File: src/rtl/riscv_mem_arbiter_if.sv
// Bus bundle between the core's fetch/data ports, the arbiter and the single-port RAM.
// The slave modport is the arbiter's view; master is the core/RAM side.
interface riscv_mem_arbiter_if #(
    parameter int MEM_WORDS_LOG2 = 12
);
    logic [31:0]               i_address;
    logic [31:0]               i_data;
    logic                      i_valid;
    logic                      core_wait;
    logic [31:0]               d_address;
    logic [1:0]                d_width;
    logic [31:0]               d_wdata;
    logic                      d_read;
    logic                      d_write;
    logic [31:0]               d_rdata;
    logic [MEM_WORDS_LOG2-1:0] mem_address;
    logic [31:0]               mem_wdata;
    logic [3:0]                mem_be;
    logic                      mem_write;
    logic [31:0]               mem_rdata;

    modport slave (
        input  i_address, d_address, d_width, d_wdata, d_read, d_write, mem_rdata,
        output i_data, i_valid, core_wait, d_rdata, mem_address, mem_wdata, mem_be, mem_write
    );

    modport master (
        output i_address, d_address, d_width, d_wdata, d_read, d_write, mem_rdata,
        input  i_data, i_valid, core_wait, d_rdata, mem_address, mem_wdata, mem_be, mem_write
    );
endinterface

File: src/rtl/riscv_mem_arbiter.sv
// Shares one single-port RAM between instruction fetch and data access, data first.
// Define RISCV_MEM_ARB_ALIGN_CHECK_EN to trap misaligned data accesses (adds err_misaligned).
module riscv_mem_arbiter #(
    parameter int MEM_WORDS_LOG2 = 12
) (
    input  logic               clock,
    input  logic               reset,
`ifdef RISCV_MEM_ARB_ALIGN_CHECK_EN
    output logic               err_misaligned,
`endif
    riscv_mem_arbiter_if.slave bus
);

    typedef enum logic {FETCH, DEFER} state_e;
    typedef enum logic [1:0] {RSP_NONE, RSP_FETCH, RSP_LOAD} rsp_e;

    state_e      state_q, state_d;
    rsp_e        rspSel_q, rspSel_d;
    logic [1:0]  offset_q;
    logic        zeroLoad_q;
    logic [31:0] iHold_q, dHold_q;

    logic        dataReq, dataGrant, misaligned, storeGrant;
    logic [1:0]  effWidth, effOffset;
    logic        unusedBits;

    assign unusedBits = ^{bus.i_address[31:MEM_WORDS_LOG2+2], bus.i_address[1:0],
                          bus.d_address[31:MEM_WORDS_LOG2+2]};

    // Width 3 acts as a word; offset bits below the access size are dropped, or trapped when checking.
    always_comb begin
        dataReq  = bus.d_read | bus.d_write;
        effWidth = (bus.d_width == 2'd3) ? 2'd2 : bus.d_width;
        case (effWidth)
            2'd0:    effOffset = bus.d_address[1:0];
            2'd1:    effOffset = {bus.d_address[1], 1'b0};
            default: effOffset = 2'b00;
        endcase
`ifdef RISCV_MEM_ARB_ALIGN_CHECK_EN
        misaligned = dataReq && ((effOffset != bus.d_address[1:0]) || (bus.d_width == 2'd3));
`else
        misaligned = 1'b0;
`endif
        dataGrant  = dataReq && !misaligned;
        storeGrant = dataGrant && bus.d_write;
    end

    always_ff @(posedge clock) begin
        if (reset) begin
            state_q <= FETCH;
        end else begin
            state_q <= state_d;
        end
    end

    always_comb begin
        state_d = state_q;
        case (state_q)
            FETCH: if (dataGrant)  state_d = DEFER;
            DEFER: if (!dataGrant) state_d = FETCH;
        endcase
    end

    always_comb begin
        bus.core_wait   = dataGrant;
        bus.mem_address = dataGrant ? bus.d_address[MEM_WORDS_LOG2+1:2]
                                    : bus.i_address[MEM_WORDS_LOG2+1:2];
        bus.mem_write   = storeGrant;
        bus.mem_be      = 4'b0000;
        bus.mem_wdata   = bus.d_wdata;
        case (effWidth)
            2'd0:    bus.mem_wdata = {4{bus.d_wdata[7:0]}};
            2'd1:    bus.mem_wdata = {2{bus.d_wdata[15:0]}};
            default: bus.mem_wdata = bus.d_wdata;
        endcase
        if (storeGrant) begin
            case (effWidth)
                2'd0:    bus.mem_be = 4'b0001 << effOffset;
                2'd1:    bus.mem_be = 4'b0011 << effOffset;
                default: bus.mem_be = 4'b1111;
            endcase
        end
        rspSel_d = RSP_FETCH;
        if (dataGrant) begin
            rspSel_d = bus.d_write ? RSP_NONE : RSP_LOAD;
        end
    end

    always_ff @(posedge clock) begin
        if (reset) begin
            rspSel_q   <= RSP_NONE;
            offset_q   <= 2'b00;
            zeroLoad_q <= 1'b0;
            iHold_q    <= 32'h0;
            dHold_q    <= 32'h0;
        end else begin
            rspSel_q   <= rspSel_d;
            offset_q   <= effOffset;
            zeroLoad_q <= misaligned;
            iHold_q    <= bus.i_data;
            dHold_q    <= bus.d_rdata;
        end
    end

    // RAM data is only meaningful the cycle after its owner was granted; otherwise replay the held value.
    always_comb begin
        bus.i_valid = (rspSel_q == RSP_FETCH);
        bus.i_data  = (rspSel_q == RSP_FETCH) ? bus.mem_rdata : iHold_q;
        bus.d_rdata = dHold_q;
        if (zeroLoad_q) begin
            bus.d_rdata = 32'h0;
        end else if (rspSel_q == RSP_LOAD) begin
            bus.d_rdata = bus.mem_rdata >> {offset_q, 3'b000};
        end
    end

`ifdef RISCV_MEM_ARB_ALIGN_CHECK_EN
    logic errMisaligned_q;

    always_ff @(posedge clock) begin
        if (reset) begin
            errMisaligned_q <= 1'b0;
        end else if (misaligned) begin
            errMisaligned_q <= 1'b1;
        end
    end

    assign err_misaligned = errMisaligned_q;
`endif

endmodule
File: src/flat_wrapper.sv
// flat-port wrapper written by rule: the top's interface ports become plain ports
module riscv_mem_arbiter_flat 
#(
    parameter int MEM_WORDS_LOG2 = 12
)
  (clock, reset, bus_i_address, bus_d_address, bus_d_width, bus_d_wdata, bus_d_read, bus_d_write, bus_mem_rdata, bus_i_data, bus_i_valid, bus_core_wait, bus_d_rdata, bus_mem_address, bus_mem_wdata, bus_mem_be, bus_mem_write);
  riscv_mem_arbiter_if #(.MEM_WORDS_LOG2(MEM_WORDS_LOG2)) bus_i ();
  input  logic clock;
  input  logic reset;
  input wire logic [$bits(bus_i.i_address)-1:0] bus_i_address;
  input wire logic [$bits(bus_i.d_address)-1:0] bus_d_address;
  input wire logic [$bits(bus_i.d_width)-1:0] bus_d_width;
  input wire logic [$bits(bus_i.d_wdata)-1:0] bus_d_wdata;
  input wire logic [$bits(bus_i.d_read)-1:0] bus_d_read;
  input wire logic [$bits(bus_i.d_write)-1:0] bus_d_write;
  input wire logic [$bits(bus_i.mem_rdata)-1:0] bus_mem_rdata;
  output wire logic [$bits(bus_i.i_data)-1:0] bus_i_data;
  output wire logic [$bits(bus_i.i_valid)-1:0] bus_i_valid;
  output wire logic [$bits(bus_i.core_wait)-1:0] bus_core_wait;
  output wire logic [$bits(bus_i.d_rdata)-1:0] bus_d_rdata;
  output wire logic [$bits(bus_i.mem_address)-1:0] bus_mem_address;
  output wire logic [$bits(bus_i.mem_wdata)-1:0] bus_mem_wdata;
  output wire logic [$bits(bus_i.mem_be)-1:0] bus_mem_be;
  output wire logic [$bits(bus_i.mem_write)-1:0] bus_mem_write;
  assign bus_i.i_address = bus_i_address;
  assign bus_i.d_address = bus_d_address;
  assign bus_i.d_width = bus_d_width;
  assign bus_i.d_wdata = bus_d_wdata;
  assign bus_i.d_read = bus_d_read;
  assign bus_i.d_write = bus_d_write;
  assign bus_i.mem_rdata = bus_mem_rdata;
  assign bus_i_data = bus_i.i_data;
  assign bus_i_valid = bus_i.i_valid;
  assign bus_core_wait = bus_i.core_wait;
  assign bus_d_rdata = bus_i.d_rdata;
  assign bus_mem_address = bus_i.mem_address;
  assign bus_mem_wdata = bus_i.mem_wdata;
  assign bus_mem_be = bus_i.mem_be;
  assign bus_mem_write = bus_i.mem_write;
  riscv_mem_arbiter #(.MEM_WORDS_LOG2(MEM_WORDS_LOG2)) u_core (.clock(clock), .reset(reset), .bus(bus_i));
endmodule
File: config.mk
export PLATFORM = sky130hd
export DESIGN_NAME = riscv_mem_arbiter_flat
export DESIGN_NICKNAME = d
export VERILOG_FILES = /design/src/rtl/riscv_mem_arbiter_if.sv /design/src/rtl/riscv_mem_arbiter.sv /design/src/flat_wrapper.sv
export SDC_FILE = /design/constraint.sdc
export NUM_CORES = 1
export LEC_CHECK = 0
export ABC_AREA = 1
export CAP_MARGIN = 10
export CORE_MARGIN = 5
export CORE_UTILIZATION = 25
export DETAILED_ROUTE_END_ITERATION = 16
export SLEW_MARGIN = 20
export SYNTH_ARGS = -nofsm -noshare
export SYNTH_HDL_FRONTEND = slang
export SYNTH_SLANG_ARGS = --single-unit
File: constraint.sdc
create_clock -name clock -period 1.9 [get_ports clock]
set_input_delay 0.57 -clock clock [delete_from_list [all_inputs] [get_ports clock]]
set_output_delay 0.57 -clock clock [all_outputs]
set_load 0.05 [all_outputs]
==> impl_metrics.py, run 1 <==
metrics = {
    "sta": {
        "relSlewSlack": 0.694,
        "fin_ws_ns": -0.319,
        "hold_slack_ns": 0.487,
        "clock_skew_ns": 0.00956,
        "rsz0062_at_grt": "yes",
        "hold_viol_final": 0,
        "maxSlewViolCount": 0,
        "fin_crit_ns": 2.22,
        "setup_viol": 92,
        "tightestPinTransition_ns": 0.458,
        "fmax_mhz": 451,
        "post-route-period-util": 1.17,
    },
    "global_route": {
        "gr-total-overflow": 0,
        "antenna_found_initial": 1,
        "grt_pass1_vias": 5473,
        "grt_pass1_wl_um": 28300,
        "grt_max_degree": 33,
        "grt_use_total": 0.203,
    },
    "synthesis": {
        "synth_edf_count": 0,
        "synth_top_area_frac": 0.368,
        "synth_fp_nets": 743,
        "ys_types": 24,
        "syn_inst": 609,
        "synth_area_per_cell_um2": 6.07,
        "synth_flop_cell": "dfxtp_1",
        "synth_commonest_cells": "252 x nand2_1, 69 x inv_1, 68 x dfxtp_1, 49 x nor2_1, 41 x o21ai_0",
        "synthTopCellsByArea": "dfxtp_1 37%, nand2_1 26%, inv_1 7.0%",
        "yosysTopAreaCell": "dfxtp_1",
        "ys_seq_area_frac": 0.368,
        "synth_area_um2": 3700,
        "async_reset_ff_frac": 0,
        "yosysWarnings": 0,
        "synth_most_common_cell": "nand2_1",
        "synth-seq-cells": 68,
    },
    "route": {
        "drt_first_iter_violations": 218,
        "routed_wl_um": 20200,
        "drc": 0,
        "via_per_inst": 4.60,
        "wl_per_cell_um": 17.1,
        "vias": 5454,
        "first_pass_iters": 4,
        "drtAntennaViolNets": 0,
    },
    "clock_network": {
        "cts_root_buffer": "clkbuf_16",
        "clock_path_buffers": 2,
        "numCtsBuffers": 9,
        "clock-sinks": 68,
        "htreeDepth": 3,
        "cts_hold_buf": 0,
        "clk_latency_ns": 0.34,
        "cts_tree": "done",
        "path_clk_slew_ns": 0.06,
    },
    "power_and_ir_drop": {
        "p_leak_nw": 5.36,
        "p_sw_w": 0.00214,
        "p_seq_frac": 0.253,
        "power_density_nw_per_um2": 606,
        "p_clk_frac": 0.287,
        "switching_share": 0.357,
        "peakVddDrop_uv": 475,
        "cellInternalPower_w": 0.00385,
        "comb_power_share": 0.460,
    },
    "cells_and_area": {
        "utilization": 0.679,
        "final_cells": 1185,
        "fin_nets": 1130,
        "finalInstanceArea_um2": 9870,
        "area_delta_synth_final_pct": 167,
        "drive_gt1_frac": 0.528,
    },
    "critical_path": {
        "r2r_setup_slack_ns": -0.18,
        "crit_path_start": "u_core.rspSel_q[1]",
        "path_cells": "inv_2, nand2_4, inv_8, buf_12, or2_0, o21ai_2, inv_1, buf_6",
        "arrival_ns": 1.65,
        "crit_required_ns": 1.33,
        "crit_path_end_kind": "output port",
        "start_kind": "flop",
        "r2r-start": "u_core.rspSel_q[1]",
        "path_max_fanout": 8,
        "path_class": "reg -> out",
        "cpMaxStageDelayCell": "dfxtp_2",
        "cp_slowest_stage_delay_ns": 0.35,
    },
    "placed_design": {
        "dp_cells": 1043,
        "dp_hpwl_um": 11900,
        "place_ws_ns": -0.654,
        "gp_congestion": 0.791,
        "dpl-instance-area_um2": 6760,
        "numPortBuffers": 210,
    },
    "die": {
        "coreArea_um2": 14500,
        "die_area_um2": 17300,
        "row_count": 44,
        "fp.dieH_um": 132,
        "initial_utilization": 0.254,
        "ios": 249,
        "die_w_um": 132,
    },
    "hold_path": {
        "hold_path.class": "reg -> reg",
        "hold_path_startpoint": "u_core.dHold_q[17]",
    },
    "flow_run": {
        "maxCapViolations": 0,
    },
    "outcome": {
        "outcome": "finished, violations left",
        "violations": "negative setup slack",
    },
}
-- kinds of logic after synthesis --
logic type	Yosys count	share of synthesized area
AO/OA/AOI/OAI	73	0.106
flip-flops	68	0.368
buffers and inverters	111	0.131
AND/OR/NAND/NOR	357	0.394
-- metrics by stage --
step / total power (W) / TNS (ns)
finish: 0.00598 / -17.29
global route: 0.00619 / -21.96
CTS: 0.00575 / -17.56
detailed placement: 0.00353 / -38.97
global placement: 0.00352 / -38.76
floorplan: 0.00261 / -2.89
-- sequential cells by signal (all words and copies together) (netlist names) --
name and count:
u_core.dHold_q 32, u_core.iHold_q 32, u_core.offset_q 2, u_core.rspSel_q 2
-- area by class of cell --
cell class | instances | area, µm²
repair buffers | 415 | 4780
diodes | 1 | 2.50
flip-flops and latches | 68 | 1370
fillers | 1066 | 4670
clock inverters | 4 | 48.8
repair inverters | 1 | 6.26
inverters | 71 | 299
clock buffers | 11 | 253
multi-input cells | 430 | 2880
well taps | 184 | 230
-- power by group through the flow --
stage | clock network, W | registers [W] | logic (W)
after floorplan | 0 | 0.00153 | 0.00107
after global placement | 0 | 0.00154 | 0.00199
after detailed placement | 0 | 0.00154 | 0.00199
after CTS | 0.00173 | 0.00151 | 0.00251
after global routing | 0.00180 | 0.00152 | 0.00287
final | 0.00172 | 0.00151 | 0.00275
-- placed cells by master (no fill, tap or decap), types with 5 or more instances in the layout --
cell type / instances
nand3_4: 18
dlygate4sd2_1: 50
nand2_1: 161
inv_1: 52
or2_1: 12
o211ai_1: 8
buf_6: 116
buf_8: 43
buf_12: 40
nand2_2: 37
dlymetal6s2s_1: 22
nand2_4: 53
nor2_4: 5
o21ai_4: 8
clkdlybuf4s50_1: 18
o21ai_2: 23
clkbuf_16: 16
or2_0: 17
nor2_2: 9
nor2_1: 38
a21oi_1: 16
inv_2: 13
dfxtp_1: 64
o21ai_1: 13
buf_4: 114
-- path summary, 6_finish.rpt --
check / endpoint / cells past startpoint
max: bus_i_data[28] / 8
max reg2reg: u_core.iHold_q[19] / 16
min: u_core.dHold_q[17] / 2
min reg2reg: u_core.dHold_q[17] / 2
-- critical path, delay by kind of cell, from the launching register on --
family                 cells  cell delay (ns)
and+or+nand+nor            2             0.37
buffers and inverters      5             0.48
DFF                        1             0.35
AOI/OAI and AO/OA          1             0.11
-- repair_timing --
action                                  in CTS  in global routing
endpoints found under the hold margin        0                  0
endpoints found under the setup margin     115                109
gates cloned                                 7                  0
gates resized for setup                    380                228
pin swaps                                   25                 41
setup buffers                              100                 25
-- layer usage --
metal / share of wire / global-route usage
met5: 0 / 0
met1: 0.35 / 0.214
met2: 0.54 / 0.375
met4: 0.028 / 0.0651
met3: 0.085 / 0.0715
Power figures use the tool's default switching activity.
==> inputs of run 2 (changes only) <==
--- a/config.mk
+++ b/config.mk
@@ -10,6 +10,7 @@
 export CORE_MARGIN = 5
 export CORE_UTILIZATION = 25
 export DETAILED_ROUTE_END_ITERATION = 16
+export RECOVER_POWER = 50
 export SLEW_MARGIN = 20
 export SYNTH_ARGS = -nofsm -noshare
 export SYNTH_HDL_FRONTEND = slang
==> constraint.sdc (replaced) <==
create_clock -name clock -period 2.8 [get_ports clock]
set_input_delay 0.84 -clock clock [delete_from_list [all_inputs] [get_ports clock]]
set_output_delay 0.84 -clock clock [all_outputs]
set_load 0.05 [all_outputs]
==> run 2 against run 1 <==
The flow now finishes without violations. Sequential power is 32% lower. Critical endpoint is now bus_mem_address[11]. Highest routed layer unchanged. Largest cell class unchanged. Largest power group unchanged. Sequential share of layout area is 5.9 points higher. Register-to-register slack better by 1.5 ns. Die area stayed put.
==> impl_metrics.py, run 2 (synthesized netlist as in run 1, its figures left out) <==
metrics = {
    "critical_path": {
        "path_max_fanout": 13,
        "critPathBufInv": 3,
        "crit_cells": 6,
        "path_class": "in -> out",
        "r2r_setup_slack_ns": 1.30,
        "r2r-start": "u_core.rspSel_q[1]",
        "crit_path_start": "bus_d_read",
        "arrival_ns": 1.94,
        "rr_endpoint": "u_core.dHold_q[13]",
        "crit_required_ns": 1.96,
        "cp_slowest_stage_delay_ns": 0.42,
        "cpMaxStageDelayCell": "clkdlybuf4s50_1",
        "start_kind": "primary input",
        "critical-path-top-delay-family": "buffers and inverters",
        "path_cells": "clkdlybuf4s50_1, nor2_2, buf_6, nand2_1, nand2_1, buf_6",
        "reg2regPathDepth": 8,
        "crit_path_end_kind": "output port",
    },
    "sta": {
        "maxSlewViolCount": 0,
        "relSlewSlack": 0.276,
        "hold_viol_final": 0,
        "fin_ws_ns": 0.0167,
        "fin_crit_ns": 2.78,
        "tightestPinTransition_ns": 1.09,
        "post-route-period-util": 0.994,
        "fmax_mhz": 359,
        "setup_viol": 0,
        "clock_skew_ns": 0.00613,
    },
    "cells_and_area": {
        "area_delta_synth_final_pct": 85.8,
        "regArea_um2": 1360,
        "multi_input_area_um2": 1930,
        "layout_common_cells": "248 x nand2_1, 72 x clkdlybuf4s50_1, 68 x inv_1, 68 x dfxtp_1, 59 x buf_4",
        "drive_gt1_frac": 0.233,
        "nFillCells": 1488,
        "reg.largest.list": "u_core.dHold_q (32), u_core.iHold_q (32)",
        "mostFrequentLayoutCell": "nand2_1",
        "fin_nets": 954,
        "finalInstanceArea_um2": 6870,
        "diodes": 0,
        "final_cells": 1009,
    },
    "flow_run": {
        "maxCapViolations": 0,
    },
    "placed_design": {
        "dp_cells": 993,
        "numPortBuffers": 210,
        "place_ws_ns": -0.242,
        "dpl-instance-area_um2": 6520,
        "gp_congestion": 0.821,
        "dp_hpwl_um": 11300,
    },
    "global_route": {
        "grt_use_total": 0.161,
        "grt_pass1_wl_um": 22900,
        "antenna_found_initial": 1,
        "gr-total-overflow": 0,
        "grt_pass1_vias": 4345,
        "grt_max_degree": 34,
    },
    "clock_network": {
        "clk_latency_ns": 0.32,
        "cts_root_buffer": "clkbuf_16",
        "clock-sinks": 68,
        "path_clk_slew_ns": 0.06,
        "cts_tree": "done",
        "numCtsBuffers": 9,
        "htreeDepth": 3,
        "clock_path_buffers": 2,
    },
    "power_and_ir_drop": {
        "p_sw_w": 0.00124,
        "comb_power_share": 0.376,
        "cellInternalPower_w": 0.00226,
        "peakVddDrop_uv": 235,
        "switching_share": 0.354,
        "p_leak_nw": 3.63,
        "power_density_nw_per_um2": 510,
        "p_seq_frac": 0.292,
        "p_clk_frac": 0.332,
    },
    "route": {
        "vias": 4396,
        "wl_per_cell_um": 14.3,
        "routed_wl_um": 14400,
        "via_per_inst": 4.36,
        "first_pass_iters": 4,
        "drc": 0,
        "drt_first_iter_violations": 233,
        "drtAntennaViolNets": 0,
    },
    "die": {
        "ios": 249,
        "die_area_um2": 17300,
        "die_w_um": 132,
        "row_count": 44,
        "fp.dieH_um": 132,
        "coreArea_um2": 14500,
        "initial_utilization": 0.254,
    },
    "hold_path": {
        "hold_path.class": "reg -> reg",
        "holdPathEnd": "u_core.dHold_q[29]",
        "hold_path_startpoint": "u_core.dHold_q[29]",
        "holdPathStages": 2,
    },
    "outcome": {
        "outcome": "completed",
    },
}
-- run 2: power groups by stage --
stage | Sequential, W | Combinational (W) | Clock (W)
2_1_floorplan | 0.00104 | 0.000705 | 0
3_3_place_gp | 0.00104 | 0.00133 | 0
3_5_place_dp | 0.00104 | 0.00134 | 0
4_1_cts | 0.00102 | 0.00134 | 0.00119
5_1_grt | 0.00103 | 0.00140 | 0.00124
6_report | 0.00102 | 0.00132 | 0.00116
-- run 2: area by class of cell --
type,count,share of cell area
Clock buffer,10,0.0348
Inverter,71,0.0399
Tap cell,184,0.0335
Timing Repair Buffer,240,0.403
Multi-Input combinational cell,430,0.281
Clock inverter,6,0.0104
Sequential cell,68,0.198
-- run 2: worst max-delay path by stage --
stage,to,slack [ns]
finish,bus_mem_address[11],0.02
CTS,bus_d_rdata[4],0.0006
global route,bus_mem_address[11],-0.02
detailed placement,bus_mem_be[0],-0.24
global placement,bus_mem_be[0],-0.24
floorplan,bus_mem_wdata[10],-0.04
-- run 2: layer usage --
metal | GRT usage | vias up | wire (µm)
li1 | - | 2256 | -
met1 | 0.180 | 1945 | 5610
met2 | 0.293 | 179 | 7280
met3 | 0.0623 | 16 | 1380
met4 | 0.0291 | 0 | 147
met5 | 0 | - | 0
-- run 2: timing repair --
| action | CTS | global route |
|---|---|---|
| resized for setup | 21 | 37 |
| setup endpoints to repair | 45 | 51 |
| pin swaps | 1 | 0 |
| hold buffers | 0 | 0 |
| buffers inserted | 0 | 0 |
| hold endpoints to repair | 0 | 0 |
-- run 2: worst min-delay path, delay by kind of cell (launching register included) --
family             cells  cell delay (ns)
DFF                    1             0.30
AOI/OAI and AO/OA      1             0.06
and+or+nand+nor        1             0.07
-- run 2: stage by stage --
stage	utilization	hold slack, ns	power (W)	TNS (ns)
after floorplan	-	0.451	0.00175	-0.146
after global placement	0.448	0.460	0.00238	-4.71
after detailed placement	0.448	0.465	0.00238	-5.11
after CTS	0.472	0.475	0.00356	0
after global routing	0.473	0.493	0.00366	-0.0267
final	0.473	0.472	0.00350	0
==> inputs of run 3 (changes only) <==
--- a/config.mk
+++ b/config.mk
@@ -11,7 +11,7 @@
 export CORE_UTILIZATION = 25
 export DETAILED_ROUTE_END_ITERATION = 16
 export RECOVER_POWER = 50
-export SLEW_MARGIN = 20
+export SLEW_MARGIN = 15
 export SYNTH_ARGS = -nofsm -noshare
 export SYNTH_HDL_FRONTEND = slang
 export SYNTH_SLANG_ARGS = --single-unit
==> results of run 3 <==
The final DEF is identical to that of run 2; final timing and power are the same.
